`config.mk`:
```
export PLATFORM = sky130hd
export DESIGN_NAME = core_sequencer
export DESIGN_NICKNAME = d
export VERILOG_FILES = /design/src/rtl/core_seq_pkg.sv /design/src/rtl/int_sync.sv /design/src/rtl/core_sequencer.sv
export SDC_FILE = /design/constraint.sdc
export NUM_CORES = 1
export LEC_CHECK = 0
export CORE_MARGIN = 1
export CORE_UTILIZATION = 35
export DETAILED_ROUTE_END_ITERATION = 10
export SYNTH_ARGS = -nofsm -noshare
export SYNTH_HDL_FRONTEND = slang
export SYNTH_SLANG_ARGS = --single-unit
```
`constraint.sdc`:
```
create_clock -name CLK -period 2 [get_ports CLK]
set_input_delay 0.4 -clock CLK [delete_from_list [all_inputs] [get_ports CLK]]
set_output_delay 0.4 -clock CLK [all_outputs]
set_load 0.01 [all_outputs]
```
`src/rtl/core_seq_pkg.sv`:
```
// rtl/core_seq_pkg.sv - shared sequencer state and interrupt-acknowledge encodings
package core_seq_pkg;

  typedef enum logic [2:0] {
    FETCH_S   = 3'd0,
    DECODE_S  = 3'd1,
    EXECUTE_S = 3'd2,
    COMMIT_S  = 3'd3,
    INTENT_S  = 3'd4,
    HALTED_S  = 3'd5
  } seq_state_e;

  localparam logic [1:0] ACK_NONE = 2'b00;
  localparam logic [1:0] ACK_INT0 = 2'b01;
  localparam logic [1:0] ACK_INT1 = 2'b10;

endpackage

```
`src/rtl/int_sync.sv`:
```
// rtl/int_sync.sv - two-flop synchronizer with rising-edge detect for one interrupt line
module int_sync (
  input  logic clk,
  input  logic rst_n,
  input  logic async_in,
  output logic rise
);

  logic meta;
  logic sync;
  logic prev;

  always_ff @(posedge clk or negedge rst_n) begin
    if (!rst_n) begin
      meta <= 1'b0;
      sync <= 1'b0;
      prev <= 1'b0;
    end else begin
      meta <= async_in;
      sync <= meta;
      prev <= sync;
    end
  end

  assign rise = sync & ~prev;

endmodule

```
`src/rtl/core_sequencer.sv`:
```
// rtl/core_sequencer.sv - instruction phase sequencer with interrupt entry and debug halt/step
module core_sequencer
  import core_seq_pkg::*;
(
  input  logic       CLK,
  input  logic       RESETN,
  input  logic       EXEC_WAIT,
  input  logic       STOP_INSTR,
  input  logic       IE,
  input  logic       INT0,
  input  logic       INT1,
  input  logic       HALT_REQ,
  input  logic       RUN_REQ,
  input  logic       STEP_REQ,
  output logic       FETCH,
  output logic       DECODE,
  output logic       EXECUTE,
  output logic       COMMIT,
  output logic       INT_ENTRY,
  output logic [1:0] INT_ACK,
  output logic       STOPPED
);

  seq_state_e state;
  seq_state_e state_next;

  logic rise_0;
  logic rise_1;
  logic pending_0;
  logic pending_1;
  logic halt_pending;
  logic step_active;
  logic stop_latched;
  logic ack_0;
  logic ack_1;
  logic leave_halt;

  int_sync u_sync_0 (.clk(CLK), .rst_n(RESETN), .async_in(INT0), .rise(rise_0));
  int_sync u_sync_1 (.clk(CLK), .rst_n(RESETN), .async_in(INT1), .rise(rise_1));

  assign ack_0      = (state == INTENT_S) && pending_0;
  assign ack_1      = (state == INTENT_S) && !pending_0 && pending_1;
  assign leave_halt = (state == HALTED_S) && (RUN_REQ || STEP_REQ);

  always_ff @(posedge CLK or negedge RESETN) begin
    if (!RESETN) begin
      state <= FETCH_S;
    end else begin
      state <= state_next;
    end
  end

  always_comb begin
    state_next = state;
    FETCH      = 1'b0;
    DECODE     = 1'b0;
    EXECUTE    = 1'b0;
    COMMIT     = 1'b0;
    INT_ENTRY  = 1'b0;
    INT_ACK    = ACK_NONE;
    STOPPED    = 1'b0;
    case (state)
      FETCH_S: begin
        FETCH      = 1'b1;
        state_next = DECODE_S;
      end
      DECODE_S: begin
        DECODE     = 1'b1;
        state_next = EXECUTE_S;
      end
      EXECUTE_S: begin
        EXECUTE    = 1'b1;
        state_next = EXEC_WAIT ? EXECUTE_S : COMMIT_S;
      end
      COMMIT_S: begin
        COMMIT = 1'b1;
        // Debug stops outrank interrupts, so a step never enters a handler.
        if (stop_latched || halt_pending || step_active) begin
          state_next = HALTED_S;
        end else if (IE && (pending_0 || pending_1)) begin
          state_next = INTENT_S;
        end else begin
          state_next = FETCH_S;
        end
      end
      INTENT_S: begin
        INT_ENTRY  = 1'b1;
        INT_ACK    = pending_0 ? ACK_INT0 : ACK_INT1;
        state_next = FETCH_S;
      end
      HALTED_S: begin
        STOPPED = 1'b1;
        if (RUN_REQ || STEP_REQ) begin
          state_next = FETCH_S;
        end
      end
      default: begin
        state_next = FETCH_S;
      end
    endcase
  end

  always_ff @(posedge CLK or negedge RESETN) begin
    if (!RESETN) begin
      pending_0    <= 1'b0;
      pending_1    <= 1'b0;
      halt_pending <= 1'b0;
      step_active  <= 1'b0;
      stop_latched <= 1'b0;
    end else begin
      // A fresh edge wins over the acknowledge in the same cycle.
      pending_0 <= (pending_0 && !ack_0) || rise_0;
      pending_1 <= (pending_1 && !ack_1) || rise_1;

      if (state == HALTED_S) begin
        if (RUN_REQ) begin
          halt_pending <= 1'b0;
        end
      end else if (HALT_REQ) begin
        halt_pending <= 1'b1;
      end

      if (state == HALTED_S) begin
        step_active <= STEP_REQ && !RUN_REQ;
      end else if (state == COMMIT_S && state_next == HALTED_S) begin
        step_active <= 1'b0;
      end

      if (leave_halt) begin
        stop_latched <= 1'b0;
      end else if (state == EXECUTE_S && STOP_INSTR) begin
        stop_latched <= 1'b1;
      end
    end
  end

endmodule
```
# Word level (Yosys, flattened, before mapping)
# Cells that the tools add are included.
# totals
reg_bits	14
latch_bits	0
ramBits	0
rom_bits	0
input_bits	10
out_inout_bits	8
n_memories	0
# classes
addsub	0
n_mul	0
n_div	0
magnitude_cmp	0
n_eq_ne	7
shift	0
muxes	20
n_bitwise	4
reduce_logical	25
# op_table
cell	count
3-bit one-hot mux with 5 select lines	1
1-bit two-way mux	14
1-bit logical AND	10
3-bit equality test (second input constant)	3
3-bit two-way mux	3
3-bit by 2-bit equality test with 1-bit output (second input constant)	2
1-bit logical OR	6
2-bit nonzero test	3
1-bit logical NOT	4
2-bit two-way mux	2
3-bit by 1-bit equality test with 1-bit output (second input constant)	1
3-bit logical NOT	1
1-bit bitwise AND	2
2-bit != test (second input constant)	1
1-bit NOT	2
2-bit AND reduction	1

# Depth between registers and ports, before layout
# depth
ltp_word	9
ltp_mapped	5
depth_no_buf	4

# Cells and area by module
# From an unflattened synthesis, not the netlist that was laid out.
# hier_totals
cells_unflattened	51
hier_area_um2	581.8
# modules_own_cells
module	instances	cells_per_inst	area_per_inst_um2
core_sequencer	1	43	404.1
int_sync	2	4	88.8

# Least setup slack after synthesis
# OpenSTA, ideal clock, no wires.
# synth_timing
path_type	reg-to-output
start	register state[0]
end	output INT_ACK[0]
t_arrival_ns	1.130
setup_slack_ns	0.470
stages_incl_launch_ff	5
path_cell_list	dfrtp_1 -> buf_2 -> or3b_4 -> inv_2 -> and2_1
# synth_between
elab_chain_len	2
# synth_rtl
element	line	source
from (decl)	core_sequencer.sv:24	seq_state_e state;
from (signal assigned)	core_sequencer.sv:49	state <= state_next;
3-bit equality test	core_sequencer.sv:62	case (state)
2-bit two-way mux	core_sequencer.sv:62	
to (decl)	core_sequencer.sv:20	output logic [1:0] INT_ACK,
# No other way between the ends.

# Worst setup path in the final report
# layout_timing
start	register state[1]
end	output INT_ACK[0]
# The elaborated chain is that of the path after synthesis.

==> results.toml <==
[drt]
initialDrtViolationCount = 6
wl_per_cell_um = 10.6
viasPerCell = 4.83
drc = 0
ant_nets = 0
vias = 444
drt-pass1-iter-count = 4
wirelength_um = 979

[worst_setup_path]
critPathMaxStageDelay_ns = 0.42
crit_required_ns = 1.60
cp-end-kind = "output port"
rr_worst_depth = 5
critPathMaxFanout = 4
slowest_stage = "or3b_4"
worstReg2RegEnd = "state[0]"
cp.depth = 4
cp_cell_sequence = "or3b_4 -> inv_2 -> and2_1 -> dlygate4sd2_1"
critPathTopFamily = "simple AND/OR/NAND/NOR gates"
r2r_start = "state[2]"
cp.arrival_ns = 1.50
crit_path_start_kind = "flop"
worst-path-buf-inv = 2
worst-setup-path-type = "flop to output port"
reg2reg_slack_ns = 0.79

[power]
swShare_pct = 32.7
p_clk_share_pct = 19.0
leakage_nw = 0.419
pwr-share-comb_pct = 42.8
seqPwrFrac_pct = 38.1
cellInternalPower_uw = 707
p_switching_uw = 344
ir_drop_v = 0.000669
p_per_area_nw_per_um2 = 1300

[cells_and_area]
final_cells = 92
nets = 87
post-route-util_pct = 53.9
final_cell_mix = "dfrtp_1 (14), clkdlybuf4s50_1 (9), dlygate4sd2_1 (7)"
fillers = 148
area_delta_synth_final_pct = 42.3
final_common_cell = "dfrtp_1"
diodes = 0
drive_above_1_share_pct = 18.4

[clocking]
cts_hold_buf = 0
cts_htree_levels = 1
tritoncts = "built"
clkTransAtPathRegs_ns = 0.09
cts_sinks = 14
cts-root-buf = "clkbuf_4"
cts_buffer_depth = 2
numCtsBuffers = 3
clk-insertion-delay-late_ns = 0.28

[yosys]
yosysWarnings = 0
synth_seq_cells = 14
yosysUniqueCellTypes = 21
netlist_area_um2 = 571
synth-seq-area-share_pct = 61.4
synthCells = 52
syn_nets = 62
syn_avg_cell_area_um2 = 11.0

[sta]
min_period_over_period_pct = 95.1
relSlewSlack_pct = 59.7
setup_viol = 0
finClkSkew_ns = 0.00491
rsz0062_at_grt = "false"
finalCriticalPeriod_ns = 1.90
final_hold_viol_count = 0
fmax_ghz = 0.526
holdWs_ns = 0.353
worst_slew_pin_slew_ns = 0.603
tns_ns = 0
drv_slew = 0

[flow_run]
max_cap_violations = 0

[floorplanning]
die_height_um = 42.4
initial_core_util_pct = 37.9
dieArea_um2 = 1800
pin_count = 18
die_width_um = 42.4
coreArea_um2 = 1510
rows = 14

[outcome]
outcome = "finished, final reports clean"

[global_route]
met1_usage_pct = 16.7
met3_usage_pct = 4.31
grt_max_degree = 15
grt_pass1_vias = 445
grt.total_usage_pct = 13.5
top_usage_layer = "met2"
gr-total-overflow = 0
grt_pass1_wl_um = 1780
use_met2_pct = 19.7
antenna_found_initial = 0

[hold_path]
min_from = "u_sync_1.meta"
holdPathStages = 0
min_to = "u_sync_1.sync"
min_path_type = "flop to flop"

[placement]
place_hpwl_um = 720
gp_congestion = 0.795
placed_cells_incl_taps = 86
port_buffers = 17
[worst max path at each step]
stage,slack (ns),end,start
after global routing,0.01,INT_ACK[0],state[1]
after global placement,0.14,INT_ACK[0],state[1]
after floorplan,0.47,INT_ACK[0],state[0]
after CTS,0.03,FETCH,state[2]
final,0.1,INT_ACK[0],state[1]
after detailed placement,0.13,INT_ACK[0],state[1]
[per-layer routing]
| layer | vias up | share of wire [%] |
|---|---|---|
| li1 | 223 | - |
| met5 | - | 0 |
| met3 | 2 | 4.9 |
| met1 | 209 | 47 |
| met4 | 0 | 1.4 |
| met2 | 10 | 47 |
[what timing repair did]
| action | CTS | global route |
|---|---|---|
| gates resized for setup | 8 | 1 |
| buffers inserted | 2 | 0 |
| setup endpoints to repair | 7 | 1 |
[synth_stat cells, drive strengths merged]
| cell | n | area (um2) |
|---|---|---|
| dfrtp | 14 | 350 |
| or3b | 1 | 11.3 |
| o32a | 1 | 10.0 |
| inv | 5 | 18.8 |
| and2 | 2 | 12.5 |
| nor3b | 2 | 20.0 |
| nand3b | 3 | 22.5 |
| buf | 2 | 16.3 |
| or2 | 1 | 6.26 |
| a21oi | 5 | 25.0 |
| a21o | 1 | 7.51 |
| nor3 | 2 | 10.0 |
| nor2 | 5 | 18.8 |
| nand2 | 2 | 7.51 |
| o21ai | 5 | 28.8 |
| nand3 | 1 | 5.00 |
[power by group through the flow]
| stage | sequential (mW) | combinational, mW | clock (mW) |
|---|---|---|---|
| floorplan | 0.402 | 0.274 | 0 |
| global placement | 0.406 | 0.466 | 0 |
| detailed placement | 0.408 | 0.467 | 0 |
| CTS | 0.403 | 0.455 | 0.209 |
| global route | 0.415 | 0.500 | 0.223 |
| finish | 0.401 | 0.450 | 0.200 |
[worst register-to-register path: stages, from the launching register on]
cell      delay (ns)
dfrtp_1         0.39
buf_4           0.16
nand3b_1        0.19
buf_4           0.16
o32a_1          0.15
o21ai_0         0.08
[state kept, by name, indices dropped and copies added, names as in the netlist]
register,cells
u_sync_0.sync,1
u_sync_1.sync,1
pending_1,1
stop_latched,1
pending_0,1
halt_pending,1
u_sync_0.prev,1
step_active,1
u_sync_0.meta,1
u_sync_1.meta,1
state,3
u_sync_1.prev,1
[metrics by stage]
step           power [mW]  instance area (um2)  setup WS, ns
5_1_grt              1.14                  812        0.0126
4_1_cts              1.07                  810        0.0263
3_5_place_dp        0.875                  767         0.125
3_3_place_gp        0.872                  767         0.135
6_report             1.05                  812        0.0982
2_1_floorplan       0.676                  571         0.470
[kinds of logic (layout without fill, tap and decap cells)]
kind of cell / count (synthesis) / in the layout / share of synthesized area [%]
and+or+nand+nor: 19 / 19 / 20.0
DFF: 14 / 14 / 61.4
AOI/OAI and AO/OA: 12 / 12 / 12.5
buffers and inverters: 7 / 31 / 6.14
[final cells by class]
type | count | area (um2) | area share [%]
flip-flops and latches | 14 | 350 | 43.1
repair buffers | 22 | 201 | 24.8
inverters | 5 | 18.8 | 2.31
well taps | 16 | 20.0 | 2.47
clock buffers | 4 | 36.3 | 4.47
multi-input cells | 31 | 185 | 22.8
(Power assumes the default switching activity.)
